## src/rtl/mig_query_ctrl.sv

```systemverilog
// Host-side query controller for the page hot tracker: issues MIG/FLUSH queries
// and buffers the returned migration addresses in a first-word-fall-through FIFO.
module mig_query_ctrl #(
    parameter int unsigned ADDR_SIZE  = 28,
    parameter int unsigned CMD_WIDTH  = 4,
    parameter int unsigned MIG_TH     = 450,
    parameter int unsigned CNT_SIZE   = 32,
    parameter int unsigned FIFO_DEPTH = 16,
    parameter int unsigned FIFO_AW    = 4
) (
    input  logic                 clk,
    input  logic                 rstn,
    input  logic                 acc_valid,
    input  logic                 host_flush_req,
    output logic                 query_en,
    output logic [CMD_WIDTH-1:0] query_cmd,
    input  logic                 query_ready,
    input  logic                 mig_addr_en,
    input  logic [ADDR_SIZE-1:0] mig_addr,
    output logic                 mig_addr_ready,
    output logic                 host_addr_valid,
    output logic [ADDR_SIZE-1:0] host_addr,
    input  logic                 host_pop,
    output logic [FIFO_AW:0]     fifo_count,
    output logic [CNT_SIZE-1:0]  mig_query_cnt,
    output logic [CNT_SIZE-1:0]  flush_query_cnt
);

    localparam logic [CMD_WIDTH-1:0] CmdIdle  = CMD_WIDTH'(0);
    localparam logic [CMD_WIDTH-1:0] CmdMig   = CMD_WIDTH'(1);
    localparam logic [CMD_WIDTH-1:0] CmdFlush = CMD_WIDTH'(2);
    localparam logic [CNT_SIZE-1:0]  AccLast  = CNT_SIZE'(MIG_TH - 1);
    localparam logic [FIFO_AW:0]     FifoFull = (FIFO_AW + 1)'(FIFO_DEPTH);

    typedef enum logic [1:0] {StIdle, StIssue, StRelease} state_t;

    state_t                state_q, state_d;
    logic                  query_en_d;
    logic [CMD_WIDTH-1:0]  query_cmd_d;
    logic [CNT_SIZE-1:0]   acc_cnt_q;
    logic                  mig_pend_q, flush_pend_q;
    logic                  take_mig, take_flush, mig_inc, flush_inc, acc_hit;

    assign acc_hit = acc_valid && (acc_cnt_q == AccLast);

    always_comb begin
        state_d     = state_q;
        query_en_d  = query_en;
        query_cmd_d = query_cmd;
        take_mig    = 1'b0;
        take_flush  = 1'b0;
        mig_inc     = 1'b0;
        flush_inc   = 1'b0;
        unique case (state_q)
            StIdle: begin
                if (flush_pend_q) begin
                    take_flush  = 1'b1;
                    state_d     = StIssue;
                    query_en_d  = 1'b1;
                    query_cmd_d = CmdFlush;
                end else if (mig_pend_q) begin
                    take_mig    = 1'b1;
                    state_d     = StIssue;
                    query_en_d  = 1'b1;
                    query_cmd_d = CmdMig;
                end
            end
            StIssue: begin
                if (query_en && query_ready) begin
                    flush_inc   = (query_cmd == CmdFlush);
                    mig_inc     = (query_cmd != CmdFlush);
                    state_d     = StRelease;
                    query_en_d  = 1'b0;
                    query_cmd_d = CmdIdle;
                end
            end
            StRelease: begin
                state_d     = StIdle;
                query_en_d  = 1'b0;
                query_cmd_d = CmdIdle;
            end
            default: begin
                state_d     = StIdle;
                query_en_d  = 1'b0;
                query_cmd_d = CmdIdle;
            end
        endcase
    end

    // A new request arriving in the same cycle the old one is consumed stays pending.
    always_ff @(posedge clk or negedge rstn) begin
        if (!rstn) begin
            state_q         <= StIdle;
            query_en        <= 1'b0;
            query_cmd       <= CmdIdle;
            acc_cnt_q       <= '0;
            mig_pend_q      <= 1'b0;
            flush_pend_q    <= 1'b0;
            mig_query_cnt   <= '0;
            flush_query_cnt <= '0;
        end else begin
            state_q      <= state_d;
            query_en     <= query_en_d;
            query_cmd    <= query_cmd_d;
            mig_pend_q   <= acc_hit || (mig_pend_q && !take_mig);
            flush_pend_q <= host_flush_req || (flush_pend_q && !take_flush);
            if (acc_valid) begin
                acc_cnt_q <= acc_hit ? '0 : acc_cnt_q + 1'b1;
            end
            if (mig_inc) begin
                mig_query_cnt <= mig_query_cnt + 1'b1;
            end
            if (flush_inc) begin
                flush_query_cnt <= flush_query_cnt + 1'b1;
            end
        end
    end

    logic [ADDR_SIZE-1:0] mem [FIFO_DEPTH];
    logic [FIFO_AW-1:0]   wr_ptr_q, rd_ptr_q;
    logic                 push, pop;

    assign mig_addr_ready  = (fifo_count != FifoFull);
    assign host_addr_valid = (fifo_count != '0);
    assign host_addr       = host_addr_valid ? mem[rd_ptr_q] : '0;
    assign push            = mig_addr_en && mig_addr_ready;
    assign pop             = host_pop && host_addr_valid;

    always_ff @(posedge clk) begin
        if (push) begin
            mem[wr_ptr_q] <= mig_addr;
        end
    end

    always_ff @(posedge clk or negedge rstn) begin
        if (!rstn) begin
            wr_ptr_q   <= '0;
            rd_ptr_q   <= '0;
            fifo_count <= '0;
        end else begin
            if (push) begin
                wr_ptr_q <= wr_ptr_q + 1'b1;
            end
            if (pop) begin
                rd_ptr_q <= rd_ptr_q + 1'b1;
            end
            if (push && !pop) begin
                fifo_count <= fifo_count + 1'b1;
            end else if (pop && !push) begin
                fifo_count <= fifo_count - 1'b1;
            end
        end
    end

endmodule
```

## config.mk

```make
export PLATFORM = sky130hd
export DESIGN_NAME = mig_query_ctrl
export DESIGN_NICKNAME = d
export VERILOG_FILES = /design/src/rtl/mig_query_ctrl.sv
export SDC_FILE = /design/constraint.sdc
export NUM_CORES = 1
export LEC_CHECK = 0
export BUFFER_PORTS_ARGS = -buffer_cell sky130_fd_sc_hd__buf_2
export CAP_MARGIN = 10
export CORE_MARGIN = 2
export CORE_UTILIZATION = 40
export CTS_CLUSTER_SIZE = 28
export DETAILED_ROUTE_END_ITERATION = 16
export GPL_ROUTABILITY_DRIVEN = 0
export HOLD_SLACK_MARGIN = 0.05
export PLACE_DENSITY = 0.57
export SETUP_SLACK_MARGIN = 0.2
export SLEW_MARGIN = 0
export SYNTH_ARGS = -nofsm -noshare
export SYNTH_HDL_FRONTEND = slang
export SYNTH_SLANG_ARGS = --single-unit
```

## constraint.sdc

```tcl
create_clock -name clk -period 4.15 [get_ports clk]
set_clock_uncertainty 0.2 [all_clocks]
set_input_delay 0.83 -clock clk [delete_from_list [all_inputs] [get_ports clk]]
set_output_delay 0.83 -clock clk [all_outputs]
set_load 0.005 [all_outputs]
```

# Word level (Yosys, flattened, before mapping)
# Memory sizes are Yosys's and may differ from the RTL's.
# Cells that the tools add are included.
# Widths: inputs -> output; s select.
dict set report op_classes {
  div 0
  n_shift 0
  reduce_logical 18
  n_bitwise 0
  n_addsub 7
  n_mul 0
  n_lt_le_gt_ge 0
  n_mux 27
  n_eq_ne 7
}
# cell n
set ops {}
lappend ops {{$add 32x1->32 const B} 3}
lappend ops {{$eq 32x9->1 const B} 1}
lappend ops {{$mux 32} 1}
lappend ops {{$mux 28} 1}
lappend ops {{$mux 1} 14}
lappend ops {{$mux 4} 3}
lappend ops {{$mux 5} 2}
lappend ops {{$add 4x1->4 const B} 2}
lappend ops {{$logic_and 1x1->1} 8}
lappend ops {{$pmux 4 s2} 1}
lappend ops {{$mux 2} 3}
lappend ops {{$add 5x1->5 const B} 1}
lappend ops {{$ne 5x5->1 const B} 1}
lappend ops {{$reduce_bool 5->1} 1}
lappend ops {{$sub 5x1->5 const B} 1}
lappend ops {{$eq 4x2->1 const B} 1}
lappend ops {{$logic_not 1->1} 4}
lappend ops {{$ne 4x2->1 const B} 1}
lappend ops {{$pmux 2 s2} 1}
lappend ops {{$ne 3x3->1 const B} 1}
lappend ops {{$eq 2x1->1 const B} 1}
lappend ops {{$logic_not 2->1} 1}
lappend ops {{$logic_or 1x1->1} 2}
lappend ops {{$ne 2x2->1 const B} 1}
lappend ops {{3 further kinds} 3}
dict set report word_totals {
  regBits 118
  latch_bits 0
  romBits 0
  ram_bits 448
  output_inout_bits 104
  in_bits 35
  wordCells 71
  memories 1
}
# name depth word_bits read_ports rd_clocked_by_memory_dff write_ports line_no
set memory_table {}
lappend memory_table {mem 16 28 1 0 1 119} ;# logic [ADDR_SIZE-1:0] mem [FIFO_DEPTH];

# Longest topological paths before layout
# Gate-level depths: netlist of the first run.
dict set report depth {
  depth_word 6
  depth_mapped 12
  depth_no_buf 11
}

# Worst setup path before layout of the first run
# No wires, ideal clock.
dict set report synth_timing {
  kind {input -> register}
  from {input mig_addr_en}
  to {memory mem[3][0] (enable)}
  t_arrival_ps 3317
  setup_time_ps 448
  path_buffers 1
  slack_ps 185
  t_required_ps 3502
  stages 4
  path_cell_list {and2_1 clkbuf_1 nand2_1 nor3_1}
}
dict set report synth_between {
  elab_chain_cells 3
}
# element line_no
set synth_rtl {}
lappend synth_rtl {{start: declaration} 18} ;# input logic mig_addr_en,
lappend synth_rtl {{$logic_and 1x1->1} 126} ;# assign push = mig_addr_en && mig_addr_ready;
lappend synth_rtl {{named net push} 121} ;# logic push, pop;
lappend synth_rtl {{$mux 1} 130} ;# if (push) begin
lappend synth_rtl {{$mux 1 (not written as such)} 131} ;# mem[wr_ptr_q] <= mig_addr;
lappend synth_rtl {{end: declaration} 119}
# The timed path passes the listed nets, and every way through them passes these cells.

# Worst setup path after layout of the first run
dict set report layout_timing {
  from {register fifo_count[2]}
  to {output host_addr[26]}
}
dict set report layout_between {
  elab_chain_cells 2
}
# element line_no
set layout_rtl {}
lappend layout_rtl {{start: declaration} 24} ;# output logic [FIFO_AW:0] fifo_count,
lappend layout_rtl {{start signal: assignment} 148} ;# fifo_count <= fifo_count + 1'b1;
lappend layout_rtl {{start signal: assignment} 150} ;# fifo_count <= fifo_count - 1'b1;
lappend layout_rtl {{$reduce_bool 5->1} 124} ;# assign host_addr_valid = (fifo_count != '0);
lappend layout_rtl {{$mux 28} 125} ;# assign host_addr = host_addr_valid ? mem[rd_ptr_q] : '0;
lappend layout_rtl {{end: declaration} 22} ;# output logic [ADDR_SIZE-1:0] host_addr,
# No other way between the ends.

==> summary.txt, run 1 <==
CTS tree: yes
Cells after Synth: 1199
CTS buffer count: 59
Max cap viols: 0
Overall Global Routing Usage: 0.170
Vias in the first global route: 11.9k
Crit end category: output pin
FMAX: 0.274 GHz
Met2 WL post-DR: 23300 um
Worst EP arrival: 2.62 ns
Iteration-0 DRC Markers: 775
Synthesis-to-layout area growth: 17.4%
Maximum VDD drop: 0.324 mV
Most common cell after layout, fill and taps aside: edfxtp_1
Synth Area per Inst: 18.7 um^2
DRT met1 WL: 21900 um
Post-synth cell types: 47
Placed Cells: 2074
Commonest non-fill, non-tap cells in the layout: edfxtp_1 (448), buf_2 (135), mux4_2 (112), dfrtp_1 (112), xnor2_1 (67)
Htree depth: 2
DRC Markers: 0
Die area: 57900 um^2
Starting density of the core: 0.406
Setup_tns: 0 ns
Drt pass-1 iters: 5
Synth area leader: edfxtp_1
Highest layer used for signal routing: met5
Clock sinks: 563
Syn Std Cell Area: 22400 um^2
Fin. Hold Viols: 0
WL/cell: 22.0 um
Syn. warnings: 0
ANT nets after route: 0
Clk Tree Root Cell: clkbuf_16
Post-DP HPWL: 28800 um
Post-route cell area: 26300 um^2
Row count: 86
First-pass GRT wire length: 73300 um
LEAKAGE: 0.00951 uW
# fillers: 4694
Measured slew at the worst slew-check pin: 0.844 ns
Port-buffer cells: 136
Skew-Pair Late Insertion Delay: 0.61 ns
Core Region: 55200 um^2
Tmin final: 3.65 ns
Switch share: 0.295
Die X: 241 um
Outcome: finished, final reports clean
Final-report setup violation count: 0
Global route overflow: 0
Hold_buf cts: 0
Max clock buf depth: 3
CP Max Fanout: 17
PD cells: 632 nW/um^2
Worst hold path class: input port to async pin
Clock-pin transition on the worst setup and hold timing paths: 0.06 ns
Synth top area cells: edfxtp_1 (60%), dfrtp_1 (13%), mux4_2 (11%), xnor2_1 (2.6%), mux2i_1 (2.5%)
WS Path Type: flop to output pin
Clock network fraction of design power: 0.296
Internal Power: 11700 uW
Final period util: 0.879
Sw power: 4890 uW
Largest net degree at the start of global routing: 60
Post-synthesis sequential area ratio: 0.729
Initial antenna violation count: 4
Dpl cell area: 24400 um^2
#FFs+latches synth: 563
Critical path startpoint category: flop
Via total after detailed routing: 11.5k
Vias/cell: 5.25
Routed Wire Length: 48200 um
Nets: 1446
# IOs: 139
RSZ-0062 raised after global routing: false
Max_slew headroom: 0.438
Routed met3 length: 1950 um
Total power: 16600 uW
Post-synth top area share: 0.601
Pins Over Slew Limit: 0
Worst endpoint required time: 3.12 ns
Layout cells sized above 1: 0.289
Layout Cells excl Fill: 2194
Reg power frac: 0.431
Die Y: 241 um
Combinational share of power: 0.273
-- worst max-delay path, stage by stage (launching register included) --
cell      delay, ns
dfrtp_1        0.42
nor4_1         0.32
nand2b_1       0.22
nand2b_2       0.42
buf_12         0.25
o22ai_1        0.18
buf_2          0.19
-- synth_stat cells, drive strengths merged --
cell type,count
edfxtp,448
dfrtp,115
mux4,112
xnor2,67
mux2i,56
nand2,55
nor2,54
nand3,39
xor2,36
buf,33
o22ai,29
nand4,21
nor3,20
and3,16
clkbuf,16
ha,13
inv,12
nor4,9
and4,7
nand2b,7
a21oi,5
and2,5
o21ai,5
mux2,4
a21o,2
nand3b,2
nor2b,2
a211oi,1
clkinv,1
conb,1
fa,1
nand4b,1
nand4bb,1
nor4bb,1
o21bai,1
or4,1
-- cell type report --
class	count	area, um^2	area share
clock buffer	69	1510	0.0576
clock inverter	40	273	0.0104
timing repair buffer	185	1290	0.0490
tap	748	936	0.0356
antenna	1	2.50	0.0000952
sequential	563	16300	0.621
inverter	13	48.8	0.00186
multi-input combinational	575	5890	0.224
-- what timing repair did --
action / in CTS / in global routing
gates resized for setup: 0 / 0
setup endpoints to repair: 0 / 4
setup buffers: 0 / 10
-- path summary, 6_finish.rpt --
check,slack [ns],end,depth (start not counted),from
min in group clk,0.23,flush_pend_q,2,host_flush_req
min reg2reg,0.27,mig_query_cnt[31],1,mig_query_cnt[31]
max,0.50,host_addr[26],6,fifo_count[2]
max in group asynchronous,2.89,flush_query_cnt[24],2,rstn
min,0.1,mig_query_cnt[30],1,rstn
max reg2reg,1.20,fifo_count[4],11,fifo_count[2]
-- state kept, by name, summed over array words and instances, names as in the netlist --
register / flops
acc_cnt_q: 32
fifo_count: 5
flush_pend_q: 1
flush_query_cnt: 32
mem: 448
mig_pend_q: 1
mig_query_cnt: 32
query_cmd: 2
rd_ptr_q: 4
state_q: 2
wr_ptr_q: 4
-- per-layer routing --
| layer | track usage | vias to the layer above |
|---|---|---|
| li1 | - | 5116 |
| met5 | 0 | - |
| met3 | 0.0277 | 77 |
| met4 | 0.0510 | 4 |
| met2 | 0.273 | 235 |
| met1 | 0.240 | 6097 |
-- power groups by stage --
| stage | registers, uW | clock network (uW) | logic [uW] |
|---|---|---|---|
| floorplan | 7010 | 0 | 3050 |
| global placement | 7310 | 0 | 4490 |
| detailed placement | 7330 | 0 | 4500 |
| CTS | 7220 | 5040 | 4520 |
| global route | 7220 | 5270 | 4950 |
| finish | 7150 | 4920 | 4540 |
-- stage by stage --
step / hold WS, ns / worst slack (ns) / utilization
after detailed placement: 0.258 / 0.866 / 0.442
final: 0.0953 / 0.501 / 0.476
after CTS: 0.0962 / 0.208 / 0.475
after floorplan: 0.246 / 0.220 / -
after global placement: 0.251 / 0.887 / 0.442
after global routing: 0.130 / 0.272 / 0.476
-- cells by family (layout without fill, tap and decap cells) --
kind of cell	Yosys count	after routing	share of synthesized area
muxes	172	172	0.140
DFF	563	563	0.729
other	1	3	0.000167
buffers and inverters	62	307	0.0130
adders and majority gates	14	14	0.00816
and+or+nand+nor	241	241	0.0577
AOI/OAI and AO/OA	43	43	0.0117
xor gates and xnor gates	103	103	0.0403
Power figures use the tool's default switching activity.
==> inputs of run 2 (changes only) <==
--- a/config.mk
+++ b/config.mk
@@ -7,13 +7,15 @@
 export LEC_CHECK = 0
 export BUFFER_PORTS_ARGS = -buffer_cell sky130_fd_sc_hd__buf_2
 export CAP_MARGIN = 10
+export CELL_PAD_IN_SITES_DETAIL_PLACEMENT = 1
+export CELL_PAD_IN_SITES_GLOBAL_PLACEMENT = 2
 export CORE_MARGIN = 2
 export CORE_UTILIZATION = 40
 export CTS_CLUSTER_SIZE = 28
 export DETAILED_ROUTE_END_ITERATION = 16
 export GPL_ROUTABILITY_DRIVEN = 0
 export HOLD_SLACK_MARGIN = 0.05
-export PLACE_DENSITY = 0.57
+export PLACE_DENSITY = 0.71
 export SETUP_SLACK_MARGIN = 0.2
 export SLEW_MARGIN = 0
 export SYNTH_ARGS = -nofsm -noshare
==> constraint.sdc (replaced) <==
create_clock -name clk -period 4.2 [get_ports clk]
set_clock_uncertainty 0.2 [all_clocks]
set_input_delay 0.84 -clock clk [delete_from_list [all_inputs] [get_ports clk]]
set_output_delay 0.84 -clock clk [all_outputs]
set_load 0.005 [all_outputs]
==> summary.txt, run 2 (synthesis results as in run 1) <==
Outcome: finished, final reports clean (unchanged)
Post-DP HPWL: 29800 um (was 28800 um)
Max_slew headroom: 0.457 (was 0.438)
Commonest non-fill, non-tap cells in the layout: edfxtp_1 (448), buf_2 (135), mux4_2 (112), dfrtp_1 (112), xnor2_1 (67) (unchanged)
Clock network fraction of design power: 0.307 (was 0.296)
Most common cell after layout, fill and taps aside: edfxtp_1 (unchanged)
Placement Setup Slack: 0.780 ns (was 0.866 ns)
WS Path Type: flop to output pin (unchanged)
ANT nets after route: 0 (unchanged)
DRC Markers: 0 (unchanged)
Max cap viols: 0 (unchanged)
Clock sinks: 563 (unchanged)
Global route overflow: 0 (unchanged)
Layout Cells excl Fill: 2180 (was 2194)
Vias in the first global route: 12.4k (was 11.9k)
Hold_buf cts: 0 (unchanged)
Switch share: 0.295 (about the same)
Worst endpoint required time: 3.16 ns (was 3.12 ns)
Pins Over Slew Limit: 0 (unchanged)
Port-buffer cells: 136 (unchanged)
WL/cell: 23.2 um (was 22.0 um)
Starting density of the core: 0.406 (unchanged)
Htree depth: 2 (unchanged)
Final period util: 0.897
Clock-pin transition on the worst setup and hold timing paths: 0.06 ns (about the same)
Iteration-0 DRC Markers: 645 (was 775)
Post-route cell area: 26200 um^2 (was 26300 um^2)
Crit path cell chain: buf_16 -> mux4_2 -> mux2i_1 -> o22ai_1 -> buf_2 (was nor4_1 -> nand2b_1 -> nand2b_2 -> buf_12 -> o22ai_1 -> buf_2)
Setup_tns: 0 ns (unchanged)
CTS tree: yes (unchanged)
Reg power frac: 0.426 (was 0.431)
Row count: 86 (unchanged)
Placed Cells: 2069 (was 2074)
Worst EP arrival: 2.73 ns (was 2.62 ns)
CTS buffer count: 59 (unchanged)
Measured slew at the worst slew-check pin: 0.807 ns (was 0.844 ns)
# IOs: 139 (unchanged)
Synthesis-to-layout area growth: 17.2% (was 17.4%)
LEAKAGE: 0.00947 uW (was 0.00951 uW)
Die Y: 241 um (unchanged)
Fin. Hold Viols: 0 (unchanged)
Maximum VDD drop: 0.444 mV (was 0.324 mV)
Internal Power: 11700 uW (about the same)
CP max-delay cell: mux4_2 (was dfrtp_1)
Tmin final: 3.77 ns
Final-report setup violation count: 0 (unchanged)
Sequential cell area: 16300 um^2 (unchanged)
Combinational share of power: 0.267 (was 0.273)
GRT met3 Usage: 0.0391 (was 0.0277)
Routed Wire Length: 50600 um (was 48200 um)
Largest net degree at the start of global routing: 81 (was 60)
Overall Global Routing Usage: 0.181 (was 0.170)
Critical path startpoint category: flop (unchanged)
Post-CTS Setup Bufs: 0 (unchanged)
Max incr delay on CP: 0.60 ns (was 0.42 ns)
PD cells: 630 nW/um^2 (was 632 nW/um^2)
Core Region: 55200 um^2 (unchanged)
Drt pass-1 iters: 5 (unchanged)
M1 GR Usage: 0.242 (was 0.240)
Max FFs per register: 448 (unchanged)
RSZ-0062 raised after global routing: false (unchanged)
Initial antenna violation count: 3 (was 4)
Sw power: 4870 uW (was 4890 uW)
CP Max Fanout: 80 (was 17)
Skew-Pair Late Insertion Delay: 0.62 ns (was 0.61 ns)
# fillers: 5196 (was 4694)
Gr busiest metal: met2 (unchanged)
Met2 Track Usage GR: 0.305 (was 0.273)
Fin util: 0.475 (was 0.476)
Die area: 57900 um^2 (unchanged)
Crit end category: output pin (unchanged)
Dpl cell area: 24300 um^2 (was 24400 um^2)
Final setup slack of the worst path: 0.432 ns (was 0.501 ns)
FMAX: 0.265 GHz
Layout cells sized above 1: 0.280 (was 0.289)
Nets: 1431 (was 1446)
Most flops, register: mem (unchanged)
Footprint of the multi-input gates: 5890 um^2 (about the same)
Vias/cell: 5.25 (about the same)
Max clock buf depth: 3 (unchanged)
Die X: 241 um (unchanged)
Via total after detailed routing: 11.4k (was 11.5k)
First-pass GRT wire length: 77900 um (was 73300 um)
Worst hold path class: input port to async pin (unchanged)
Clk Tree Root Cell: clkbuf_16 (unchanged)
## run 2: cell types whose count changed in the layout (fill, tap and decap cells not counted), moves of 3 or more
cell,delta
clkinv_2,-5
buf_12,-6
clkbuf_1,+3
buf_4,-10
## run 2: layout make-up
cell class                      instances  share of cell area
Sequential cell                       563               0.623
Antenna cell                            2            0.000191
Timing Repair Buffer                  170              0.0427
Inverter                               13             0.00186
Multi-Input combinational cell        575               0.224
Clock inverter                         36              0.0129
Clock buffer                           73              0.0591
Tap cell                              748              0.0357
## run 2: power groups by stage
stage | sequential, uW | clock (uW) | combinational (uW)
2_1_floorplan | 6930 | 0 | 3010
3_3_place_gp | 7120 | 0 | 4500
3_5_place_dp | 7150 | 0 | 4540
4_1_cts | 7040 | 5210 | 4560
5_1_grt | 7110 | 5410 | 4820
6_report | 7040 | 5070 | 4410
## run 2: metal layers
layer | share of wire | routed length (um) | vias to the layer above
met1 | 0.43 | 21900 | 6058
met2 | 0.50 | 25300 | 235
met4 | 0.018 | 918 | 4
met5 | 0.00043 | 22 | -
met3 | 0.049 | 2460 | 72
li1 | - | - | 5073
## run 2: repair_timing
action,4_1_cts,5_1_grt
resized for setup,1,1
gates cloned,0,0
setup endpoints to repair,22,1
## run 2: final timing paths
path                                      from                  end  slack [ns]  depth (start not counted)
min                                       rstn   flush_query_cnt[8]        0.06                          1
max in group asynchronous                 rstn          rd_ptr_q[3]        2.93                          2
min reg2reg                flush_query_cnt[31]  flush_query_cnt[31]        0.26                          1
max                                rd_ptr_q[0]         host_addr[5]        0.43                          5
max reg2reg                      fifo_count[0]        fifo_count[4]        1.16                         11
min in group clk                host_flush_req         flush_pend_q        0.24                          2
## run 2: worst max-delay path, delay by kind of cell (launching register included)
kind | cells | cell delay, ns
buffers and inverters | 2 | 0.62
DFF | 1 | 0.45
AOI/OAI and AO/OA | 1 | 0.16
muxes | 2 | 0.76
## run 2: through the flow
step	hold slack [ns]	power, uW
2_1_floorplan	0.246	9950
3_3_place_gp	0.254	11600
3_5_place_dp	0.257	11700
4_1_cts	0.0646	16800
5_1_grt	0.105	17300
6_report	0.0619	16500
